==> src/rtl/imem_prog.sv <==
// Run-time loadable instruction memory: byte-wide load port packs into W-bit words,
// 1-cycle registered fetch. Define IMEM_BIG_ENDIAN_EN for MSB-first byte packing.
module imem_prog #(
  parameter int W  = 32,
  parameter int D  = 32,
  parameter int AW = 5
) (
  input  logic          clk,
  input  logic          rst,
  input  logic          i_ld_start,
  input  logic          i_ld_valid,
  input  logic [7:0]    i_ld_data,
  input  logic          i_ld_last,
  output logic          o_ld_ready,
  input  logic          i_fetch_req,
  input  logic [AW-1:0] i_fetch_addr,
  output logic          o_rd_valid,
  output logic [W-1:0]  o_rd_data,
  output logic          o_rd_err,
  output logic          o_busy,
  output logic [AW:0]   o_words_loaded
);

  localparam int NB = W / 8;
  localparam int BW = (NB > 1) ? $clog2(NB) : 1;
  localparam logic [AW-1:0] LAST_ADDR = AW'(D - 1);
  localparam logic [AW:0]   DEPTH     = (AW + 1)'(D);
  localparam logic [BW-1:0] LAST_BYTE = BW'(NB - 1);

  typedef enum logic [1:0] {
    ST_CLEAR = 2'd0,
    ST_IDLE  = 2'd1,
    ST_LOAD  = 2'd2
  } state_t;

  state_t        r_state, w_state_nxt;
  logic [AW-1:0] r_waddr, w_waddr_nxt;
  logic [BW-1:0] r_bcnt, w_bcnt_nxt;
  logic [W-1:0]  r_shift, w_shift_nxt;
  logic [AW:0]   r_words, w_words_nxt;
  logic          r_rd_valid, r_rd_err;
  logic [W-1:0]  r_rd_data;

  logic          w_we;
  logic [W-1:0]  w_wdata;
  logic [W-1:0]  w_word;
  logic          w_xfer;
  logic          w_addr_ok;

  logic [W-1:0]  r_mem [D];

  assign o_ld_ready     = (r_state == ST_LOAD);
  assign o_busy         = (r_state != ST_IDLE);
  assign o_words_loaded = r_words;
  assign o_rd_valid     = r_rd_valid;
  assign o_rd_data      = r_rd_data;
  assign o_rd_err       = r_rd_err;

  assign w_xfer    = i_ld_valid && o_ld_ready;
  assign w_addr_ok = ({1'b0, i_fetch_addr} < DEPTH);

  // Drop the incoming byte into its lane; lanes not yet received stay zero,
  // which is also the padding for a word closed early by ld_last.
  always_comb begin
    w_word = r_shift;
    for (int k = 0; k < NB; k++) begin
      if (r_bcnt == BW'(k)) begin
`ifdef IMEM_BIG_ENDIAN_EN
        w_word[W-8-8*k +: 8] = i_ld_data;
`else
        w_word[8*k +: 8] = i_ld_data;
`endif
      end
    end
  end

  // NOTE: every signal written here gets a default first, so no path leaves
  // a value unassigned and no latch is inferred.
  always_comb begin
    w_state_nxt = r_state;
    w_waddr_nxt = r_waddr;
    w_bcnt_nxt  = r_bcnt;
    w_shift_nxt = r_shift;
    w_words_nxt = r_words;
    w_we        = 1'b0;
    w_wdata     = '0;

    unique case (r_state)
      ST_CLEAR: begin
        w_we = 1'b1;
        if (r_waddr == LAST_ADDR) begin
          w_waddr_nxt = '0;
          w_state_nxt = ST_IDLE;
        end else begin
          w_waddr_nxt = r_waddr + 1'b1;
        end
      end

      ST_IDLE: begin
        if (i_ld_start) begin
          w_state_nxt = ST_LOAD;
          w_waddr_nxt = '0;
          w_bcnt_nxt  = '0;
          w_shift_nxt = '0;
          w_words_nxt = '0;
        end
      end

      ST_LOAD: begin
        if (i_ld_start) begin
          // Restart discards the partial word; words already stored are kept.
          w_waddr_nxt = '0;
          w_bcnt_nxt  = '0;
          w_shift_nxt = '0;
          w_words_nxt = '0;
        end else if (w_xfer) begin
          if (i_ld_last || (r_bcnt == LAST_BYTE)) begin
            w_we        = 1'b1;
            w_wdata     = w_word;
            w_waddr_nxt = r_waddr + 1'b1;
            w_words_nxt = r_words + 1'b1;
            w_bcnt_nxt  = '0;
            w_shift_nxt = '0;
            if (i_ld_last || (r_waddr == LAST_ADDR)) begin
              w_state_nxt = ST_IDLE;
            end
          end else begin
            w_shift_nxt = w_word;
            w_bcnt_nxt  = r_bcnt + 1'b1;
          end
        end
      end

      default: w_state_nxt = ST_CLEAR;
    endcase
  end

  // NOTE: sequential state uses non-blocking assignments so every register
  // samples the values from before this edge.
  always_ff @(posedge clk or negedge rst) begin
    if (!rst) begin
      r_state <= ST_CLEAR;
      r_waddr <= '0;
      r_bcnt  <= '0;
      r_shift <= '0;
      r_words <= '0;
    end else begin
      r_state <= w_state_nxt;
      r_waddr <= w_waddr_nxt;
      r_bcnt  <= w_bcnt_nxt;
      r_shift <= w_shift_nxt;
      r_words <= w_words_nxt;
    end
  end

  // NOTE: the array has no reset clause; the CLEAR sequence defines its contents.
  always_ff @(posedge clk) begin
    if (w_we) begin
      r_mem[r_waddr] <= w_wdata;
    end
  end

  // Fetches are only served in IDLE, so a read never meets a write.
  always_ff @(posedge clk or negedge rst) begin
    if (!rst) begin
      r_rd_valid <= 1'b0;
      r_rd_err   <= 1'b0;
      r_rd_data  <= '0;
    end else if (i_fetch_req) begin
      r_rd_valid <= 1'b1;
      if ((r_state == ST_IDLE) && w_addr_ok) begin
        r_rd_err  <= 1'b0;
        r_rd_data <= r_mem[i_fetch_addr];
      end else begin
        r_rd_err  <= 1'b1;
        r_rd_data <= '0;
      end
    end else begin
      r_rd_valid <= 1'b0;
      r_rd_err   <= 1'b0;
    end
  end

endmodule

==> config.mk <==
export PLATFORM = sky130hd
export DESIGN_NAME = imem_prog
export DESIGN_NICKNAME = d
export VERILOG_FILES = /design/src/rtl/imem_prog.sv
export SDC_FILE = /design/constraint.sdc
export NUM_CORES = 1
export LEC_CHECK = 0
export ABC_AREA = 0
export BUFFER_PORTS_ARGS = -buffer_cell sky130_fd_sc_hd__buf_2
export CAP_MARGIN = 0
export CORE_MARGIN = 4
export CORE_UTILIZATION = 45
export DETAILED_ROUTE_END_ITERATION = 6
export PLACE_DENSITY = 0.69
export SKIP_CTS_REPAIR_TIMING = 1
export SKIP_LAST_GASP = 1
export SYNTH_ARGS = -nofsm -noshare
export SYNTH_HDL_FRONTEND = slang
export SYNTH_SLANG_ARGS = --single-unit
export TNS_END_PERCENT = 100
==> constraint.sdc <==
create_clock -name clk -period 4.1 [get_ports clk]
set_input_delay 0.205 -clock clk [delete_from_list [all_inputs] [get_ports clk]]
set_output_delay 0.205 -clock clk [all_outputs]
set_load 0.05 [all_outputs]
# --- Yosys cells after proc, flatten, opt, wreduce, memory -nomap -nowiden ---
# Memory sizes are Yosys's and may differ from the RTL's.
# Index checks and enable logic that the tools add are counted.
word_totals:
  register_bits: 81
  ram_bits: 1024
  input_bits: 19
  out_inout_bits: 42
  n_memories: 1
mem_list:
  columns: ["memory", "words", "word_bits", "read_ports", "rd_ports_with_merged_regs", "wr", "line", "source"]
  rows:
  - ["r_mem", 32, 32, 1, 0, 1, "50", "logic [W-1:0] r_mem [D];"]
classes:
  addsub: 3
  eq_ne: 15
  muxes: 46
  reduce_logical: 11
ops:
  columns: ["operator", "n"]
  rows:
  - ["$mux 32", 9]
  - ["$pmux 32 s2", 1]
  - ["$mux 8", 4]
  - ["$mux 5", 5]
  - ["$mux 6", 4]
  - ["$mux 2", 10]
  - ["$pmux 5 s3", 1]
  - ["$pmux 6 s2", 1]
  - ["$mux 1", 8]
  - ["$ne 2x1->1 const B", 4]
  - ["$reduce_and 4->1", 2]
  - ["$add 6x1->6 const B", 1]
  - ["$eq 2x2->1 const B", 3]
  - ["$ne 2x2->1 const B", 3]
  - ["$ne 3x2->1 const B", 2]
  - ["$pmux 2 s3", 1]
  - ["$reduce_and 6->1", 1]
  - ["$add 5x1->5 const B", 1]
  - ["$eq 5x5->1 const B", 1]
  - ["$eq 2x1->1 const B", 2]
  - ["$logic_not 2->1", 2]
  - ["$pmux 2 s2", 1]
  - ["$reduce_and 3->1", 1]
  - ["$reduce_bool 3->1", 1]
  - ["other kinds (5)", 6]

# --- Longest topological paths before layout ---
# Gate-level depths: netlist (run 1).
logic_depth:
  word_depth: 8
  mapped_depth: 10

# --- Least setup slack after synthesis (run 1) ---
# Ideal clock, no wire load.
synth_timing:
  path_kind: "reg2reg"
  start: "register r_state[0]"
  end: "memory r_mem[28][0], enable pin"
  setup_ps: 421
  t_arrival_ps: 3109
  t_required_ps: 3679
  path_slack_ps: 569
  path_stages_with_launch: 8
  synth_period_minus_slack_ps: 3531
  path_cell_list: "dfrtp_1 -> inv_1 -> ha_1 -> nand2b_1 -> clkbuf_1 -> nor2_1 -> o21ai_1 -> nor2_1"
synth_via:
  elab_chain_len: 7
  word_cells_on_any_way: 8
synth_lines:
  columns: ["item", "line", "source"]
  rows:
  - ["from (decl)", "36", "state_t r_state, w_state_nxt;"]
  - ["from (signal assigned)", "148", "r_state <= w_state_nxt;"]
  - ["$eq 2x2->1 *", "52", "assign o_ld_ready = (r_state == ST_LOAD);"]
  - ["named net o_ld_ready", "14", "output logic o_ld_ready,"]
  - ["$logic_and 1x1->1", "59", "assign w_xfer = i_ld_valid && o_ld_ready;"]
  - ["$mux 1", "116", "end else if (w_xfer) begin"]
  - ["$mux 1", "110", "if (i_ld_start) begin"]
  - ["$pmux 1 s2 *", "88", "unique case (r_state)"]
  - ["$mux 1 *", "158", "if (w_we) begin"]
  - ["$mux 1 (implied by the code) *", "159", "r_mem[r_waddr] <= w_wdata;"]
  - ["to (decl)", "50", null]
# Mark *: on every way through the listed nets, which the timed path passes. The rest lies on a longest branch.

# --- Worst setup path in the final report (run 1) ---
layout_timing:
  start: "register r_bcnt[0]"
  end: "memory r_mem[24][13], enable pin"
layout_via:
  elab_chain_len: 8
layout_lines:
  columns: ["item", "line", "source"]
  rows:
  - ["from (decl)", "38", "logic [BW-1:0] r_bcnt, w_bcnt_nxt;"]
  - ["from (signal assigned)", "150", "r_bcnt <= w_bcnt_nxt;"]
  - ["$eq 2x2->1", "117", "if (i_ld_last || (r_bcnt == LAST_BYTE)) begin"]
  - ["$logic_or 1x1->1", "117", null]
  - ["$mux 1", "117", null]
  - ["$mux 1", "116", null]
  - ["$mux 1", "110", null]
  - ["$pmux 1 s2", "88", null]
  - ["$mux 1", "158", null]
  - ["$mux 1 (implied by the code)", "159", null]
# Every way passes these cells.

==> impl_metrics.ini, run 1 <==
[worst_setup_path]
cp_slowest_cell = nor2_4
endpoint = r_mem[24][13]
rr_startpoint = r_bcnt[0]
worstPathMaxFanout = 32
critPathArrivalTime_ns = 3.75
rr_endpoint = r_mem[24][13]
crit_required_ns = 4.38
reg2reg_slack_ns = 0.62
crit_chain = ha_1 -> o21ai_0 -> nor2_1 -> o21ai_2 -> nor2_4
worstSetupPathType = flop to flop
startpoint = r_bcnt[0]
r2r_cells = 5
crit_path_end_kind = flop
setup.worst_path.start_class = flop
critPathMaxStageDelay_ns = 1.00

[outcome]
status = finished, final reports clean

[die]
die_h_um = 318
initial_core_util_pct = 45.5
fp.dieArea_um2 = 101000
io-pin-count = 61
row_count = 113
core_area_um2 = 95300
fp.dieW_um = 318

[timing]
finalCriticalPeriod_ns = 3.48
setup_violations = 0
max_freq_mhz = 288
rsz0062_at_grt = false
skew_ns = 0.0263
maxSlewViolCount = 0
whs_ns = 0.0116
worst_slew_pin_slew_ns = 1.16
tns_ns = 0
relSlewSlack_pct = 22.4
final_hold_viol_count = 0
period_share_pct = 84.8

[global_routing]
grt_remaining_overflow = 0
antenna_found_initial = 2
grt_pass1_vias = 22289
grt_usage_pct = 20.7
grt_pass1_wl_um = 155000
grt_max_degree = 116

[route]
routed_wl_um = 107000
ant_nets = 0
drtIter0Drc = 2638
drc = 0
viasPerCell = 5.96
vias = 22207
drt-pass1-iter-count = 5
wl_per_cell_um = 28.7

[power_and_ir_drop]
power_uw = 26200
irDropWorstVdd_uv = 558
cellPowerDensity_nw_per_um2 = 531
power.leakage_uw = 0.0172

[logic_synthesis]
synth_seq_cells = 1105
synth_edf_count = 1024
synthCells = 2236
synth_top_area_cell = edfxtp_1
yosysTopAreaCellShare_pct = 70.9
syn_area_per_cell_um2 = 19.4
ys_top_cells_by_area = edfxtp_1 (71%), mux4_2 (6.6%), mux2i_1 (5.4%)
syn_area_um2 = 43400
syn_nets = 2270
dominantRegCellSynth = edfxtp_1
yosysUniqueCellTypes = 41
ys_seq_area_share_pct = 75.6
ys_warn_count = 0
async_reset_ff_share_pct = 7.33

[placement]
gp_congestion = 0.851
port_buffers = 60
place_area_um2 = 45600
dp_hpwl_um = 65500

[cells_and_area]
drive_gt1_share_pct = 26.2
fin_nets = 2401
post-route-cell-area_um2 = 49400
antenna_cells = 0
synthToLayoutAreaGrowth_pct = 13.9

[clocking]
cts_tree = built
clk_latency_ns = 0.68
cts_buffers = 108
clk_pin_slew_ns = 0.06
clockBufferDepth = 3
htree_levels = 3
numClockSinks = 1105
clock_tree.root_cell = clkbuf_16

[worst_hold_path]
hold_class = input pin to flop

[job]
maxCapViolCount = 0
cell type report:
class / instances / area (um2)
timing repair buffer: 160 / 1150
multi-input combinational: 951 / 10100
clock buffer: 136 / 2930
clock inverter: 67 / 769
sequential: 1105 / 32800
tap: 1265 / 1580
inverter: 41 / 154
fill: 7427 / 45900
stage by stage:
stage	utilization, %	worst slack (ns)	instances
finish	51.9	0.623	3725
global route	51.9	0.419	3725
CTS	51.8	0.618	3715
detailed placement	47.9	0.603	3512
global placement	47.9	0.676	3512
floorplan	-	0.569	2236
sequential cells by signal, indices dropped and copies added (netlist names):
signal and count:
r_bcnt 2, o_words_loaded 6, r_shift 32, o_rd_valid 1
o_rd_data 32, r_waddr 5, r_state 2, r_mem 1024
o_rd_err 1
layer usage:
layer / up-vias / share of wire, % / GRT usage, %
li1: 9388 / - / -
met1: 11604 / 42 / 30.5
met2: 1058 / 45 / 30.4
met3: 157 / 11 / 5.90
met4: 0 / 2.7 / 6.08
met5: - / 0 / 0
logic make-up (layout without fill, tap and decap cells):
family,Yosys count,after routing,share of synthesized area [%]
flip-flops,1105,1105,75.6
XOR/XNOR,2,2,0.0404
buffers and inverters,180,404,1.99
AO/OA/AOI/OAI,303,303,5.23
AND/OR/NAND/NOR,149,149,1.58
multiplexers,482,482,15.2
adder cells (fa/ha/maj),15,15,0.433
power by group:
group / switching, uW / total, uW / internal, uW
sequential: 305 / 13200 / 12900
clock: 4180 / 10200 / 6030
combinational: 2050 / 2850 / 800
total: 6540 / 26200 / 19700
critical path: cells and delay by family (launching register included):
family | cells | cell delay (ns)
compound gates | 2 | 0.69
fa+ha+maj | 1 | 0.49
simple gates | 2 | 1.49
flops | 1 | 0.37
cells in the mapped netlist, types with 8 or more instances:
cell / instances
a221oi_1: 48
and3_1: 8
buf_1: 14
ha_1: 15
mux2i_1: 234
a22o_1: 57
mux4_2: 128
o22ai_1: 61
edfxtp_1: 1024
dfrtp_1: 81
o221ai_1: 30
a221oi_2: 13
nor2_1: 72
nand2_1: 24
o21ai_0: 11
buf_6: 16
and2_1: 10
a21oi_1: 63
buf_4: 10
inv_1: 41
mux2_2: 120
clkbuf_1: 74
nand3_1: 8
buf_2: 25
worst min-delay path by stage:
stage | slack, ns | from | depth (start not counted) | to
final | 0.01 | i_ld_last | 4 | r_bcnt[0]
after global routing | 0.006 | i_fetch_req | 2 | o_rd_valid
after CTS | -0.43 | rst | 1 | o_rd_data[12]
after detailed placement | 0.30 | rst | 1 | o_rd_data[12]
after global placement | 0.29 | rst | 1 | o_rd_data[11]
after floorplan | -0.09 | rst | 0 | o_rd_data[0]
cell usage in the layout (no fill, tap or decap), types with 16 or more instances in the layout:
cell type and instances:
a221oi_1 48, o22ai_1 61, a22o_1 57, nor2_2 16, mux2i_1 234, mux2_2 120, clkbuf_1 19, clkinv_2 22
dfrtp_1 81, nor2_4 33, a21oi_1 63, nand2_1 24, nor2_1 23, buf_2 55, o221ai_1 30, edfxtp_1 1024
mux4_2 128, buf_4 89, inv_1 41, clkbuf_16 111
Power figures use the tool's default switching activity.
==> run 2, diff against run 1 <==
- ABC_AREA: 0 -> 1
- PLACE_DENSITY: 0.69 -> 0.71
- clock period: 4.1 -> 3.02 ns (I/O delays scaled with it)
==> run 2 against run 1 <==
Compared with the run above:
- area after synthesis increased by 4.5%
- count of clock-buffer cells in the layout is 2 higher
- critical endpoint is now r_mem[26][15]
- sequential share of layout area fell by 1.9 points
- combinational power rose by 43%
- flip-flop and latch count is the same
- first-iteration DRC count increased by 52%
- fmax grew 19%
- the flow now finishes with violations (hold timing)
- global-route usage grew 0.54 points
- largest power group unchanged
==> impl_metrics.ini, run 2 <==
[outcome]
status = finished with violations
failed_checks = hold timing

[worst_setup_path]
critPathArrivalTime_ns = 3.20
rr_endpoint = r_mem[26][15]
crit_required_ns = 3.30
crit_path_end_kind = flop
worstSetupPathType = flop to flop
startpoint = r_state[0]
worstSetupPathDepth = 6
r2r_cells = 6
reg2reg_slack_ns = 0.1
crit_family = simple AND/OR/NAND/NOR gates
endpoint = r_mem[26][15]
cp_slowest_cell = nor2_2
crit_buf_inv = 2
setup.worst_path.start_class = flop
cpMostUsedCell = inv_1
crit_chain = inv_1 -> ha_1 -> nand2_1 -> inv_1 -> nand3_2 -> nor2_2
critPathMaxStageDelay_ns = 1.10
rr_startpoint = r_state[0]
worstPathMaxFanout = 32

[cells_and_area]
final_common_cell = nand2_1
fin_nets = 3995
antenna_cells = 0
largest_reg_flops = 1024
final_cell_mix = nand2_1 (1440), edfxtp_1 (1024), nand3_1 (877)
finish.utilization_pct = 50.8
top_register = r_mem
fill_cells = 8199
synthToLayoutAreaGrowth_pct = 12.2
drive_gt1_share_pct = 9.93

[clocking]
clockBufferDepth = 3
numClockSinks = 1105
cts_buffers = 106
clk_latency_ns = 0.69
clk_pin_slew_ns = 0.06
cts_tree = built
clock_tree.root_cell = clkbuf_16
htree_levels = 3

[global_routing]
grt_pass1_vias = 28320
grt_pass1_wl_um = 174000
antenna_found_initial = 0
grt_remaining_overflow = 0
grt_usage_pct = 21.3
grt_max_degree = 198

[logic_synthesis]
ys_warn_count = 0
ys_seq_area_share_pct = 72.3
synthAdderAreaFrac_pct = 0.414
syn_area_per_cell_um2 = 11.7
synth_most_common_cell = nand2_1
synth_seq_cells = 1105
yosysTopAreaCellShare_pct = 67.9
post_synth_mux_area_share_pct = 0
syn_area_um2 = 45300
ys_top_cells_by_area = edfxtp_1 (68%), nand2_1 (12%), nand3_1 (9.7%)
synth_top_family_by_area = simple AND/OR/NAND/NOR gates
synth_top_area_cell = edfxtp_1
synth_compound_area_share_pct = 0.911
synth_xor_area_share_pct = 0.0193
ys_top_cells_by_count = nand2_1 (1440), edfxtp_1 (1024), nand3_1 (878)
synth_edf_count = 1024
syn_nets = 3919
synth-simple-area-share_pct = 22.4
yosysUniqueCellTypes = 27
async_reset_ff_share_pct = 7.33
dominantRegCellSynth = edfxtp_1
synthCells = 3885

[route]
vias = 29810
drt-pass1-iter-count = 6
wl_per_cell_um = 21.4
drtIter0Drc = 4012
drc = 0
routed_wl_um = 115000
ant_nets = 0
viasPerCell = 5.57

[timing]
tns_ns = 0
max_freq_mhz = 342
worst_slew_pin_slew_ns = 1.29
period_share_pct = 96.8
rsz0062_at_grt = true
finalCriticalPeriod_ns = 2.92
skew_ns = 0.0380
final_hold_viol_count = 2
maxSlewViolCount = 0
setup_violations = 0
whs_ns = -0.0228
relSlewSlack_pct = 14.2

[power_and_ir_drop]
seqPwrFrac_pct = 50.9
internal_power_uw = 25600
power.leakage_uw = 0.0192
p_switching_uw = 8950
swShare_pct = 25.9
cellPowerDensity_nw_per_um2 = 679
irDropWorstVdd_uv = 811
power_frac_comb_pct = 11.8
p_clk_share_pct = 37.3

[placement]
gp_congestion = 0.820
dp_hpwl_um = 65900
port_buffers = 60

[die]
initial_core_util_pct = 45.3
io-pin-count = 61
fp.dieW_um = 325
core_area_um2 = 100000
die_h_um = 325
row_count = 116
fp.dieArea_um2 = 106000

[worst_hold_path]
hold_class = input pin to flop

[job]
maxCapViolCount = 0
-- run 2: metal layers --
| layer | GRT usage (%) | part of all wire (%) | vias to the layer above |
|---|---|---|---|
| met5 | 0 | 0 | - |
| met4 | 5.85 | 2.4 | 0 |
| met3 | 3.59 | 9.5 | 190 |
| met2 | 34.1 | 47 | 1543 |
| met1 | 30.3 | 41 | 14365 |
| li1 | - | - | 13712 |
-- run 2: cell families after synthesis --
group / after synthesis
XOR/XNOR: 1
flip-flops: 1105
adder cells (fa/ha/maj): 15
AO/OA/AOI/OAI: 82
buffers and inverters: 276
AND/OR/NAND/NOR: 2406
-- run 2: metrics by stage --
stage	instances	total power, uW	setup slack [ns]	cell area (um2)
2_1_floorplan	3885	20500	-0.110	45400
3_3_place_gp	5147	21800	0.233	47400
3_5_place_dp	5147	21900	0.160	47400
4_1_cts	5344	34700	0.156	50800
5_1_grt	5348	35700	-0.0336	50800
6_report	5348	34500	0.0965	50800
-- run 2: how the worst min path moves through the flow --
stage,from,end,slack [ns],depth (start not counted)
finish,i_ld_valid,r_state[1],-0.02,5
global route,i_ld_valid,r_state[1],0.0001,5
CTS,rst,r_shift[21],-0.48,1
detailed placement,rst,o_words_loaded[2],0.22,1
global placement,rst,o_words_loaded[4],0.22,1
floorplan,rst,o_rd_data[0],-0.14,0
-- run 2: final cells by class --
type                    count  area (um2)  share of cell area, %
well taps                1298        1620                   3.19
multi-input cells        2504       11100                   21.7
clock buffers             138        2850                   5.60
repair buffers            205        1820                   3.58
inverters                  39         175                  0.345
flip-flops and latches   1105       32800                   64.5
clock inverters            59         547                   1.08
-- run 2: power by group through the flow --
stage          Combinational, uW  Sequential (uW)  Clock [uW]
2_1_floorplan               2250            18200           0
3_3_place_gp                3980            17900           0
3_5_place_dp                4030            17900           0
4_1_cts                     4050            17600       13000
5_1_grt                     4420            17600       13700
6_report                    4070            17600       12900
-- run 2: worst min-delay path: cells and delay by family --
family,cells,cell delay [ns]
simple gates,2,0.20
buf+inv,2,0.16
compound gates,1,0.09
